--- src/rtl/mem_arb_pkg.sv ---
// Shared types and constants for the mem_arbiter block.
// Holds the arbiter state encoding, data width and default watchdog limit.
// No logic; imported by every file of the block.
package mem_arb_pkg;

    localparam int XLEN                   = 32;
    localparam int TIMEOUT_CYCLES_DEFAULT = 15;
    // Watchdog counter width; limits TIMEOUT_CYCLES to 31.
    localparam int WDOG_W                 = 5;

    typedef enum logic [1:0] {
        IDLE    = 2'd0,
        IF_BUSY = 2'd1,
        DM_BUSY = 2'd2
    } state_t;

endpackage

--- src/rtl/mem_arb_watchdog.sv ---
// Purpose : counts consecutive BUSY cycles without m_ready and flags expiry.
// Latency : expire is combinational in the cycle the count reaches the limit.
// Backpressure: none; clear (new transaction) has priority over counting.
// Ports   : clk, reset (async active-low), clear, waiting, expire.
module mem_arb_watchdog
    import mem_arb_pkg::*;
#(
    parameter int TIMEOUT_CYCLES = TIMEOUT_CYCLES_DEFAULT
) (
    input  logic clk,
    input  logic reset,
    input  logic clear,    // a transaction is being loaded at this edge
    input  logic waiting,  // BUSY and m_ready low this cycle
    output logic expire
);

    // The count holds the number of earlier waiting cycles, so the limit-th
    // waiting cycle is the one where the count equals TIMEOUT_CYCLES-1.
    localparam logic [WDOG_W-1:0] LAST = WDOG_W'(TIMEOUT_CYCLES - 1);

    logic [WDOG_W-1:0] cnt;

    always_ff @(posedge clk or negedge reset) begin
        if (!reset) begin
            cnt <= '0;
        end else if (clear) begin
            cnt <= '0;
        end else if (waiting) begin
            cnt <= cnt + WDOG_W'(1);
        end
    end

    assign expire = waiting && (cnt == LAST);

endmodule

--- src/rtl/mem_arbiter.sv ---
// Purpose : arbitrates fetch and data-stage requests onto one memory port; data side wins.
// Latency : request seen at edge N -> m_req in N+1 -> valid in N+2 at best; back-to-back chaining.
// Backpressure: waits on m_ready; stall_if/stall_dm hold requesters until their valid pulse.
// Ports   : clk, reset (async active-low); fetch if_*; data dm_*; memory m_*; stall_if,
//           stall_dm; err (sticky timeout flag).
// Option  : define MEM_ARB_TIMEOUT_EN to abort transactions after TIMEOUT_CYCLES
//           cycles without m_ready; otherwise err is 0 and BUSY waits forever.
module mem_arbiter
    import mem_arb_pkg::*;
#(
    parameter int TIMEOUT_CYCLES = TIMEOUT_CYCLES_DEFAULT
) (
    input  logic            clk,
    input  logic            reset,
    input  logic            if_req,
    input  logic [XLEN-1:0] if_addr,
    output logic [XLEN-1:0] if_rdata,
    output logic            if_valid,
    input  logic            dm_read,
    input  logic            dm_write,
    input  logic [XLEN-1:0] dm_addr,
    input  logic [XLEN-1:0] dm_wdata,
    output logic [XLEN-1:0] dm_rdata,
    output logic            dm_valid,
    output logic            stall_if,
    output logic            stall_dm,
    output logic            m_req,
    output logic            m_we,
    output logic [XLEN-1:0] m_addr,
    output logic [XLEN-1:0] m_wdata,
    input  logic [XLEN-1:0] m_rdata,
    input  logic            m_ready,
    output logic            err
);

    if (TIMEOUT_CYCLES < 1 || TIMEOUT_CYCLES > 31) begin : g_bad_timeout
        $error("mem_arbiter: TIMEOUT_CYCLES must lie in 1..31");
    end

    state_t          state, state_nxt;
    logic            m_req_nxt, m_we_nxt, if_valid_nxt, dm_valid_nxt;
    logic [XLEN-1:0] m_addr_nxt, m_wdata_nxt, if_rdata_nxt, dm_rdata_nxt;
    logic            dm_any, busy, done, grant_if, grant_dm;
    logic [XLEN-1:0] rsp_data;

    assign dm_any   = dm_read | dm_write;
    assign busy     = (state != IDLE);
    // A timed-out transaction completes without m_ready and returns zero.
    assign rsp_data = m_ready ? m_rdata : '0;

    assign stall_if = if_req & ~if_valid;
    assign stall_dm = dm_any & ~dm_valid;

`ifdef MEM_ARB_TIMEOUT_EN
    logic expire;

    mem_arb_watchdog #(
        .TIMEOUT_CYCLES (TIMEOUT_CYCLES)
    ) u_wdog (
        .clk     (clk),
        .reset   (reset),
        .clear   (grant_if | grant_dm),
        .waiting (busy & ~m_ready),
        .expire  (expire)
    );

    assign done = busy & (m_ready | expire);

    always_ff @(posedge clk or negedge reset) begin
        if (!reset) begin
            err <= 1'b0;
        end else if (expire) begin
            err <= 1'b1;
        end
    end
`else
    assign done = busy & m_ready;
    assign err  = 1'b0;
`endif

    always_comb begin
        state_nxt    = state;
        m_req_nxt    = m_req;
        m_we_nxt     = m_we;
        m_addr_nxt   = m_addr;
        m_wdata_nxt  = m_wdata;
        if_rdata_nxt = if_rdata;
        dm_rdata_nxt = dm_rdata;
        if_valid_nxt = 1'b0;
        dm_valid_nxt = 1'b0;
        grant_if     = 1'b0;
        grant_dm     = 1'b0;

        case (state)
            IDLE: begin
                if (dm_any) begin
                    grant_dm = 1'b1;
                end else if (if_req) begin
                    grant_if = 1'b1;
                end
            end
            IF_BUSY: begin
                if (done) begin
                    if_valid_nxt = 1'b1;
                    if_rdata_nxt = rsp_data;
                    state_nxt    = IDLE;
                    m_req_nxt    = 1'b0;
                    m_we_nxt     = 1'b0;
                    // The fetch side is excluded from this re-arbitration.
                    grant_dm     = dm_any;
                end
            end
            DM_BUSY: begin
                if (done) begin
                    dm_valid_nxt = 1'b1;
                    // Stores leave the load data register untouched.
                    if (!m_we) begin
                        dm_rdata_nxt = rsp_data;
                    end
                    state_nxt    = IDLE;
                    m_req_nxt    = 1'b0;
                    m_we_nxt     = 1'b0;
                    grant_if     = if_req;
                end
            end
            default: begin
                state_nxt = IDLE;
                m_req_nxt = 1'b0;
                m_we_nxt  = 1'b0;
            end
        endcase

        // A grant loads the memory request, overriding the return-to-IDLE above.
        if (grant_dm) begin
            state_nxt   = DM_BUSY;
            m_req_nxt   = 1'b1;
            m_we_nxt    = dm_write;
            m_addr_nxt  = dm_addr;
            m_wdata_nxt = dm_wdata;
        end else if (grant_if) begin
            state_nxt   = IF_BUSY;
            m_req_nxt   = 1'b1;
            m_we_nxt    = 1'b0;
            m_addr_nxt  = if_addr;
        end
    end

    always_ff @(posedge clk or negedge reset) begin
        if (!reset) begin
            state    <= IDLE;
            m_req    <= 1'b0;
            m_we     <= 1'b0;
            m_addr   <= '0;
            m_wdata  <= '0;
            if_rdata <= '0;
            dm_rdata <= '0;
            if_valid <= 1'b0;
            dm_valid <= 1'b0;
        end else begin
            state    <= state_nxt;
            m_req    <= m_req_nxt;
            m_we     <= m_we_nxt;
            m_addr   <= m_addr_nxt;
            m_wdata  <= m_wdata_nxt;
            if_rdata <= if_rdata_nxt;
            dm_rdata <= dm_rdata_nxt;
            if_valid <= if_valid_nxt;
            dm_valid <= dm_valid_nxt;
        end
    end

endmodule

--- config.mk ---
export PLATFORM = sky130hd
export DESIGN_NAME = mem_arbiter
export DESIGN_NICKNAME = d
export VERILOG_FILES = /design/src/rtl/mem_arb_pkg.sv /design/src/rtl/mem_arb_watchdog.sv /design/src/rtl/mem_arbiter.sv
export SDC_FILE = /design/constraint.sdc
export NUM_CORES = 1
export LEC_CHECK = 0
export BUFFER_PORTS_ARGS = -buffer_cell sky130_fd_sc_hd__buf_2
export CORE_ASPECT_RATIO = 2
export CORE_MARGIN = 2
export CORE_UTILIZATION = 42
export DETAILED_ROUTE_END_ITERATION = 10
export MAX_ROUTING_LAYER = met4
export PLACE_DENSITY = 0.83
export SYNTH_ARGS = -nofsm -noshare
export SYNTH_HDL_FRONTEND = slang
export SYNTH_SLANG_ARGS = --single-unit
export TNS_END_PERCENT = 10
--- constraint.sdc ---
create_clock -name clk -period 1.71 [get_ports clk]
set_clock_uncertainty 0.1 [all_clocks]
set_input_delay 0 -clock clk [delete_from_list [all_inputs] [get_ports clk]]
set_output_delay 0 -clock clk [all_outputs]
set_load 0.1 [all_outputs]
==> reports/results.ini <==
[setup_path]
path_buf_inv=2
r2r_slack_ns=-0.29
worstPathMaxFanout=8
crit_slowest_cell=dfrtp_1
end_kind=flip-flop
cp.required_ns=1.88
r2r-end=m_addr[13]$_DFFE_PN0P_
path_class=flip-flop to flip-flop
critical_path.top_delay_family=compound AO/OA/AOI/OAI gates
critPathLaunchType=flip-flop
ff2ff_path_depth=7
worstPathArrival_ns=2.18
critPathMaxStageDelay_ns=0.45
cp_cell_sequence=inv_4 > ha_4 > and3b_4 > o21a_4 > buf_12 > a21oi_1 > a21oi_2
r2r-start=state[0]$_DFFE_PN0P_

[clocking]
cts_tree=built
path_clk_slew_ns=0.06
clk_root_buffer_cell=clkbuf_16
cts_buffers=17
clockBufferDepth=2
cts_sinks=134
htree_levels=4
clk-insertion-delay-late_ns=0.40

[place]
port_buffers=267
place.gp.congestion=0.902
place_hpwl_mm=11.7

[timing]
layout_setup_ws_ns=-0.294
min_period_ns=2.00
hold_viol=0
worst_slew_pin_slew_ns=1.02
whs_ns=0.0649
relSlewSlack_pct=32.0
drv_slew=0
timing.final.crit_share_pct=117
max_freq_ghz=0.499
finalSetupViolations=100
rsz0062_at_grt=true

[global_routing]
grt_pass1_vias=6863
antenna_found_initial=2
overflow=0
grt.total_usage_pct=32.0
grt_pass1_wl_mm=34.3
grt_max_degree=65

[die]
die_width_um=85.1
fp-row-count=59
die_y_um=166
start_util_pct=42.8
coreArea_um2=12900
die-area_um2=14200
ios=269

[run]
maxCapViolCount=0

[routing]
viasPerCell=5.45
drt_pass1_iterations=7
dr_total_vias=6623
drc=0
drt-initial-drc-count=561
routedWlPerCell_um=20.8
ant_nets=0
wl_mm=25.3

[outcome]
violations=negative setup slack
outcome=finished, violations left

[layout]
final_cell_mix=274 x nand2_1, 266 x buf_2, 133 x dfrtp_1
drive_above_1_share_pct=40.0
layout_commonest_cell=nand2_1
syn2layout_area_growth_pct=78.8
final_nets=1187

[synthesis]
synth.net_count=762
ys_types=27
synth.area.top_cells=dfrtp_1 61%, nand2_1 20%, a21oi_1 5.2%, o21ai_0 2.9%, nor2_1 2.5%
syn-instance-count=624
synth-seq-cells=134
yosys.area.top_type=dfrtp_1
postSynthAreaPerCell_um2=8.86
netlist.area_leader.share_pct=60.6
synth_seq_area_share_pct=60.6
ys_warn_count=0
synth_area_um2=5530

[min_path]
min_path_type=input pin to async pin

[flip-flops by register name (all words and copies together), names as in the netlist]
| name | flops |
|---|---|
| dm_rdata | 32 |
| dm_valid | 1 |
| if_rdata | 32 |
| if_valid | 1 |
| m_addr | 32 |
| m_req | 1 |
| m_wdata | 32 |
| m_we | 1 |
| state | 2 |
[worst reg2reg max path, delay by kind of cell, from the launching register on]
family	cells	cell delay [ns]
simple gates	1	0.23
compound gates	3	0.61
fa+ha+maj	1	0.18
buf+inv	2	0.31
flops	1	0.45
[cell type report]
type | count | area [µm²]
clock buffer | 21 | 450
timing repair buffer | 445 | 3370
clock inverter | 11 | 221
multi-input combinational | 447 | 2270
fill | 704 | 3030
inverter | 4 | 17.5
antenna | 2 | 5.00
sequential | 134 | 3350
tap | 152 | 190
[cells by family after synthesis]
logic type / synth area share [%]
other cells: 0.0678
simple gates: 23.3
fa+ha+maj: 0.905
compound gates: 10.5
flops: 60.6
buf+inv: 4.62
[per-stage QoR]
step | setup TNS (ns) | cells | utilization, % | setup slack (ns) | cell area (µm²)
after floorplan | -0.378 | 624 | - | -0.0785 | 5540
after global placement | -5.71 | 1028 | 55.5 | -0.162 | 7170
after detailed placement | -8.99 | 1028 | 55.5 | -0.188 | 7170
after CTS | -2.79 | 1200 | 72.7 | -0.0763 | 9390
after global routing | -20.16 | 1216 | 76.5 | -0.340 | 9890
final | -18.30 | 1216 | 76.5 | -0.294 | 9890
[synth_stat cells, drive strengths merged]
| master | instances |
|---|---|
| conb | 1 |
| nand3b | 1 |
| o21ai | 34 |
| clkbuf | 11 |
| a21oi | 66 |
| inv | 4 |
| and3b | 1 |
| ha | 4 |
| a21o | 2 |
| buf | 28 |
| nor3b | 1 |
| nand3 | 1 |
| dfrtp | 134 |
| nor2b | 1 |
| nand2 | 294 |
| a32o | 1 |
| nor2 | 37 |
| nand2b | 1 |
| o21a | 2 |
[worst max-delay path by stage]
stage                     slack [ns]            startpoint  cells after the start                endpoint
final                          -0.29  state[0]$_DFFE_PN0P_                      7  m_addr[13]$_DFFE_PN0P_
after CTS                      -0.08  state[1]$_DFFE_PN0P_                      9  m_addr[22]$_DFFE_PN0P_
after global routing           -0.34  state[1]$_DFFE_PN0P_                      7  m_addr[13]$_DFFE_PN0P_
after global placement         -0.16  state[1]$_DFFE_PN0P_                      7  m_addr[17]$_DFFE_PN0P_
after detailed placement       -0.19  state[1]$_DFFE_PN0P_                      7  m_addr[15]$_DFFE_PN0P_
after floorplan                -0.08    if_valid$_DFF_PN0_                      1                stall_if
[layer usage]
layer  track usage, %  vias to the layer above  wire length [µm]
met3             7.41                      187              2150
li1                 -                     2818                 -
met5                -                        -                 0
met2             54.4                      532             13200
met4             21.2                        0              2010
met1             31.7                     3086              7890
[timing repair]
action                     CTS  global route
pin swaps                   10            43
cloned                       3             6
hold endpoints to repair   263             0
hold buffers               133             0
resized for setup           26            71
setup endpoints to repair   98           137
setup buffers                4             8
Power is not shown: default switching activity piles up to over one toggle a cycle in this logic, so the estimate is an artifact.
